$ cat config.mk
export PLATFORM = sky130hd
export DESIGN_NAME = r16_tf_delay_align
export DESIGN_NICKNAME = d
export VERILOG_FILES = /design/src/rtl/r16_tf_delay_align.sv
export SDC_FILE = /design/constraint.sdc
export NUM_CORES = 1
export LEC_CHECK = 0
export BUFFER_PORTS_ARGS = -buffer_cell sky130_fd_sc_hd__buf_2
export CAP_MARGIN = 40
export CELL_PAD_IN_SITES_DETAIL_PLACEMENT = 0
export CELL_PAD_IN_SITES_GLOBAL_PLACEMENT = 1
export CORE_UTILIZATION = 47
export DETAILED_ROUTE_END_ITERATION = 7
export GPL_TIMING_DRIVEN = 0
export HOLD_SLACK_MARGIN = 0.12
export PLACE_DENSITY_LB_ADDON = 0.1
export REMOVE_ABC_BUFFERS = 1
export SYNTH_ARGS = -nofsm -noshare
export SYNTH_HDL_FRONTEND = slang
export SYNTH_SLANG_ARGS = --single-unit
$ cat constraint.sdc
create_clock -name clk -period 73.7 [get_ports clk]
set_input_delay 14.74 -clock clk [delete_from_list [all_inputs] [get_ports clk]]
set_output_delay 14.74 -clock clk [all_outputs]
set_load 0.01 [all_outputs]
$ cat src/rtl/r16_tf_delay_align.sv
// r16_tf_delay_align: issues twiddle requests and delays 16 lanes by TF_LAT to meet the twiddles.
// Optional R16_ALIGN_ZERO_EN: zero the lanes during bubbles so the multiplier stays quiet.
`ifndef D_width
`define D_width 16
`endif
module r16_tf_delay_align #(
   parameter int TF_LAT = 4,
   parameter int IDX_W  = 8
) (
   input  logic                clk,
   input  logic                rst,
   input  logic                in_valid,
   input  logic                in_last,
   input  logic [`D_width-1:0] R16_in0,  R16_in1,  R16_in2,  R16_in3,
   input  logic [`D_width-1:0] R16_in4,  R16_in5,  R16_in6,  R16_in7,
   input  logic [`D_width-1:0] R16_in8,  R16_in9,  R16_in10, R16_in11,
   input  logic [`D_width-1:0] R16_in12, R16_in13, R16_in14, R16_in15,
   output logic                tf_req,
   output logic [IDX_W-1:0]    tf_idx,
   output logic [`D_width-1:0] R16_delay_out0,  R16_delay_out1,  R16_delay_out2,  R16_delay_out3,
   output logic [`D_width-1:0] R16_delay_out4,  R16_delay_out5,  R16_delay_out6,  R16_delay_out7,
   output logic [`D_width-1:0] R16_delay_out8,  R16_delay_out9,  R16_delay_out10, R16_delay_out11,
   output logic [`D_width-1:0] R16_delay_out12, R16_delay_out13, R16_delay_out14, R16_delay_out15,
   output logic                out_valid,
   output logic                out_last,
   output logic [IDX_W-1:0]    grp_cnt
);
`ifdef R16_ALIGN_ZERO_EN
   localparam bit ZERO_EN = 1'b1;
`else
   localparam bit ZERO_EN = 1'b0;
`endif
   logic [`D_width-1:0] lane_in  [16];
   logic [`D_width-1:0] lane_out [16];
   logic [`D_width-1:0] dl       [TF_LAT][16];
   logic [TF_LAT-1:0]   v_q, l_q;

   assign lane_in = '{R16_in0, R16_in1, R16_in2, R16_in3, R16_in4, R16_in5, R16_in6, R16_in7,
                      R16_in8, R16_in9, R16_in10, R16_in11, R16_in12, R16_in13, R16_in14, R16_in15};

   assign tf_req    = in_valid;
   assign tf_idx    = grp_cnt;
   assign out_valid = v_q[TF_LAT-1];
   assign out_last  = l_q[TF_LAT-1];

   always_ff @(posedge clk or posedge rst) begin
      if (rst) begin
         grp_cnt <= '0;
         v_q     <= '0;
         l_q     <= '0;
         for (int i = 0; i < TF_LAT; i++)
            for (int k = 0; k < 16; k++)
               dl[i][k] <= '0;
      end else begin
         if (in_valid)
            grp_cnt <= in_last ? '0 : grp_cnt + 1'b1;
         v_q[0] <= in_valid;
         l_q[0] <= in_valid & in_last;
         for (int k = 0; k < 16; k++)
            dl[0][k] <= (ZERO_EN && !in_valid) ? '0 : lane_in[k];
         // shift unconditionally so bubbles keep their exact position
         for (int i = 1; i < TF_LAT; i++) begin
            v_q[i] <= v_q[i-1];
            l_q[i] <= l_q[i-1];
            dl[i]  <= dl[i-1];
         end
      end
   end

   always_comb
      for (int k = 0; k < 16; k++)
         lane_out[k] = (ZERO_EN && !out_valid) ? '0 : dl[TF_LAT-1][k];

   assign R16_delay_out0  = lane_out[0];
   assign R16_delay_out1  = lane_out[1];
   assign R16_delay_out2  = lane_out[2];
   assign R16_delay_out3  = lane_out[3];
   assign R16_delay_out4  = lane_out[4];
   assign R16_delay_out5  = lane_out[5];
   assign R16_delay_out6  = lane_out[6];
   assign R16_delay_out7  = lane_out[7];
   assign R16_delay_out8  = lane_out[8];
   assign R16_delay_out9  = lane_out[9];
   assign R16_delay_out10 = lane_out[10];
   assign R16_delay_out11 = lane_out[11];
   assign R16_delay_out12 = lane_out[12];
   assign R16_delay_out13 = lane_out[13];
   assign R16_delay_out14 = lane_out[14];
   assign R16_delay_out15 = lane_out[15];
endmodule

[Yosys cells after proc, flatten, opt, wreduce, memory -nomap -nowiden]
Cells that the tools add are included.
W data, S select, Z words.
Cells by class
  add/subtract/negate cells: 1
  bitwise logic cells: 1
  multiplexer cells: 1
Operators with widths (number)
  $add A8 B1 Y8 const B: 1
  $mux W8: 1
  $and A1 B1 Y1: 1
Storage, ports and cells
  output and inout port bits: 275
  bits of input ports: 260
  word-level logic and storage cells: 70
  register bits: 1040

[Longest topological paths before layout]
  depth after elaboration: 2
  mapped depth: 4
  gate-level depth less buffers: 4

[Worst setup path before layout]
Ideal clock, no wire load.
  kind: input to output
  start point: in in_valid
  end point: out tf_req
  data arrival time: 14859 ps
  required time: 58960 ps
  path buffers: 1
  path slack: 44101 ps
  stages: 1
  path through: buf_4
RTL lines
  start: declaration: line 12  | input logic in_valid,
  end: declaration: line 18  | output logic tf_req,
No word-level cell between the ends.

[Final worst setup path]
  start point: in in_valid
  end point: out tf_req
No word-level cell between the ends.

==> key figures <==
Synth
  – Distinct cells, synth: 20
  – Yosys top cell by area: dfrtp_1
  – Sequential fraction of the synthesis area: 92.2%
  – Yosys reg bits: 1040
  – Syn avg cell area: 21.1 sq um
  – Yosys warns: 0
  – Main area contributors after synthesis: dfrtp_1 92%, buf_4 7.0%, mux2_2 0.080%
  – Share of the synthesized area in the top cell type: 92.2%
  – Post-Syn Instances: 1341
  – Syn Std Cell Area: 0.0282 sq mm

Worst setup path
  – Crit-path slowest cell: buf_2
  – Stages on worst setup path: 2
  – Worst path most repeated cell: buf_2
  – Delay-heaviest family, CP: buffers and inverters
  – Setup slack, reg-to-reg: 72.30 ns
  – Crit Reg-Reg Startpoint: grp_cnt[1]
  – Critical Setup Path Class: primary input to primary output
  – Critical Path Start: in_valid
  – CP bufs+invs: 2
  – RR Endpoint: grp_cnt[6]
  – Largest stage delay, worst path: 0.25 ns
  – FF-to-FF path depth: 4
  – Crit path arrival time: 15.18 ns
  – Crit path cell chain: buf_2 -> buf_2
  – Crit. End Element: primary output
  – Startpoint type of the worst setup path: primary input
  – Worst Path Max Fanout: 13
  – Critical Path RT: 58.96 ns
  – Worst setup endpoint: tf_req

CTS
  – Clock transition at the registers of the reported paths: 0.06 ns
  – Cts-stage hold buffer count: 0
  – CTS tree: yes
  – Postcts setup bufs: 0
  – Clock Path Buffers: 3
  – Post-cts gate resize count: 0
  – Sinks on Clock Net: 1040
  – Clock root cell: clkbuf_16
  – Number of CTS-inserted buffers: 100
  – # H-tree levels: 3
  – Clk Latency, worst-skew pair: 0.63 ns

Finish
  – Share of cells above drive strength 1: 39.0%
  – Final nets: 1980
  – Post-Layout Cell Count: 2583
  – Fillers: 4576
  – P&R area growth vs syn: 18.4%
  – Area of the multi-input gates: 200 sq um
  – Register Area: 0.0260 sq mm

Global routing
  – Largest net degree at the start of global routing: 136
  – Total grt overflow: 0
  – Initial antenna violation count: 22
  – Vias in the first global route: 11.4k
  – Total GRT Usage: 15.3%
  – First-pass GRT wire length: 67900 um

Routing
  – 1st-iter DRT viols: 564
  – Drt pass-1 iters: 8
  – Total wire length: 45900 um
  – Via-per-instance ratio: 4.16
  – Routed Antenna Nets: 0
  – # DRC: 108
  – Drt wl/cell: 17.8 um
  – Routed vias: 10.8k

STA
  – Final Cycle Share: 40.6%
  – WHS: 0.337 ns
  – Slew Limit Headroom: 54.1%
  – RSZ-0062 raised after global routing: no
  – Worst Max-Slew Pin Slew: 0.689 ns
  – Fmax: 33.4 MHz
  – Worst clock skew: 0.0189 ns
  – Final Max Slew Viols: 0
  – Minimum clock period: 29.92 ns
  – TNS Setup: 0 ns
  – Final hold vios: 0
  – Final setup violation count: 0

Placement
  – IO buf count: 534
  – Dpl cells: 2390
  – DP Wirelength: 31000 um
  – Placer congestion estimate: 0.771

Job
  – Max Cap Viol: 0

Floorplanning
  – Die Wd: 247 um
  – Rows: 89
  – Die height: 247 um
  – Starting Density: 47.7%
  – Top Ports: 535
  – Die area: 0.0611 sq mm
  – Total core area: 0.0592 sq mm

Power and ir drop
  – Power density over the cells: 34.2 mW/mm^2
  – Peak supply drop: 0.0249 mV
  – Leak: 0.0161 uW

Outcome
  – Outcome: finished with violations
  – Violated checks: design-rule violations

Min path
  – HP Class: flip-flop to flip-flop
[cells in the mapped netlist]
| library cell | instances |
|---|---|
| nand4_2 | 1 |
| buf_2 | 1 |
| or3_1 | 3 |
| nor2_1 | 1 |
| nand3b_1 | 1 |
| buf_4 | 265 |
| mux2i_1 | 2 |
| nor2b_1 | 1 |
| o22ai_1 | 3 |
| mux2_2 | 2 |
| dfrtp_1 | 1040 |
| nand2_1 | 3 |
| and2b_2 | 1 |
| o21ai_0 | 4 |
| nand4_1 | 1 |
| a21oi_1 | 3 |
| inv_1 | 5 |
| ha_1 | 1 |
| nand3_1 | 2 |
| and2_1 | 1 |
[through the flow]
| step | total power [uW] | worst slack (ns) | util, % | cell area (sq um) |
|---|---|---|---|---|
| 2_1_floorplan | 633 | 29.69 | - | 26200 |
| 3_3_place_gp | 656 | 21.40 | 50.4 | 29900 |
| 3_5_place_dp | 656 | 43.78 | 50.8 | 30100 |
| 4_1_cts | 1160 | 43.77 | 56.4 | 33400 |
| 5_1_grt | 1190 | 43.75 | 56.4 | 33400 |
| 6_report | 1140 | 43.78 | 56.5 | 33400 |
[sequential cells by signal, summed over array words and instances, names as in the netlist]
| signal | flops |
|---|---|
| R16_delay_out11 | 16 |
| grp_cnt | 8 |
| R16_delay_out2 | 16 |
| R16_delay_out12 | 16 |
| R16_delay_out10 | 16 |
| R16_delay_out7 | 16 |
| R16_delay_out9 | 16 |
| dl | 768 |
| R16_delay_out4 | 16 |
| R16_delay_out3 | 16 |
| l_q | 4 |
| R16_delay_out14 | 16 |
| R16_delay_out5 | 16 |
| R16_delay_out0 | 16 |
| R16_delay_out6 | 16 |
| R16_delay_out1 | 16 |
| R16_delay_out8 | 16 |
| v_q | 4 |
| R16_delay_out13 | 16 |
| R16_delay_out15 | 16 |
[worst min path at each step]
stage	end	cells past startpoint	startpoint	slack, ns
2_1_floorplan	R16_delay_out0[0]	0	dl[496]	0.33
3_3_place_gp	dl[382]	0	dl[638]	0.33
3_5_place_dp	R16_delay_out0[13]	0	dl[509]	0.33
4_1_cts	dl[561]	0	dl[817]	0.34
5_1_grt	dl[428]	0	dl[684]	0.34
6_report	R16_delay_out9[14]	0	dl[366]	0.34
[per-layer routing]
| metal | global-route usage [%] | share of wire [%] | vias up |
|---|---|---|---|
| met5 | 0 | 0.32 | - |
| met4 | 6.41 | 2.9 | 24 |
| met3 | 7.40 | 11 | 119 |
| met2 | 23.7 | 49 | 355 |
| met1 | 18.2 | 36 | 5582 |
| li1 | - | - | 4672 |
[where the power goes]
group          internal [uW]  switching (uW)  leakage [uW]  total [uW]
Combinational           12.5            22.7       0.00231        35.2
Clock                    298             201       0.00162         499
Sequential               600            8.24        0.0121         608
[cells in the final DEF (no fill, tap or decap), types with 2 or more instances in the layout]
master	instances
dfrtp_1	1040
buf_2	534
clkbuf_16	102
clkbuf_1	26
clkbuf_8	22
clkinv_2	14
diode_2	12
buf_16	8
bufinv_16	6
inv_6	5
clkinvlp_4	5
o21ai_0	4
inv_1	4
or3_1	3
a21oi_1	3
nand2_1	3
o22ai_1	3
mux2_2	2
nand3_1	2
mux2i_1	2
[area by class of cell]
class	count	area share (%)
diodes	12	0.0898
clock inverters	31	1.04
multi-input cells	30	0.599
repair buffers	542	8.65
clock buffers	150	8.83
inverters	5	0.0786
flip-flops and latches	1040	77.8
well taps	773	2.89
[logic make-up (layout without fill, tap and decap cells)]
family,count (synthesis),after routing,synth area share [%]
other,0,12,0
AOI/OAI and AO/OA,10,10,0.191
muxes,4,4,0.151
adders and majority gates,1,1,0.0443
DFF,1040,1040,92.2
and+or+nand+nor,15,15,0.323
buffers and inverters,271,728,7.13
No activity file was read; power rests on OpenSTA's default activity.
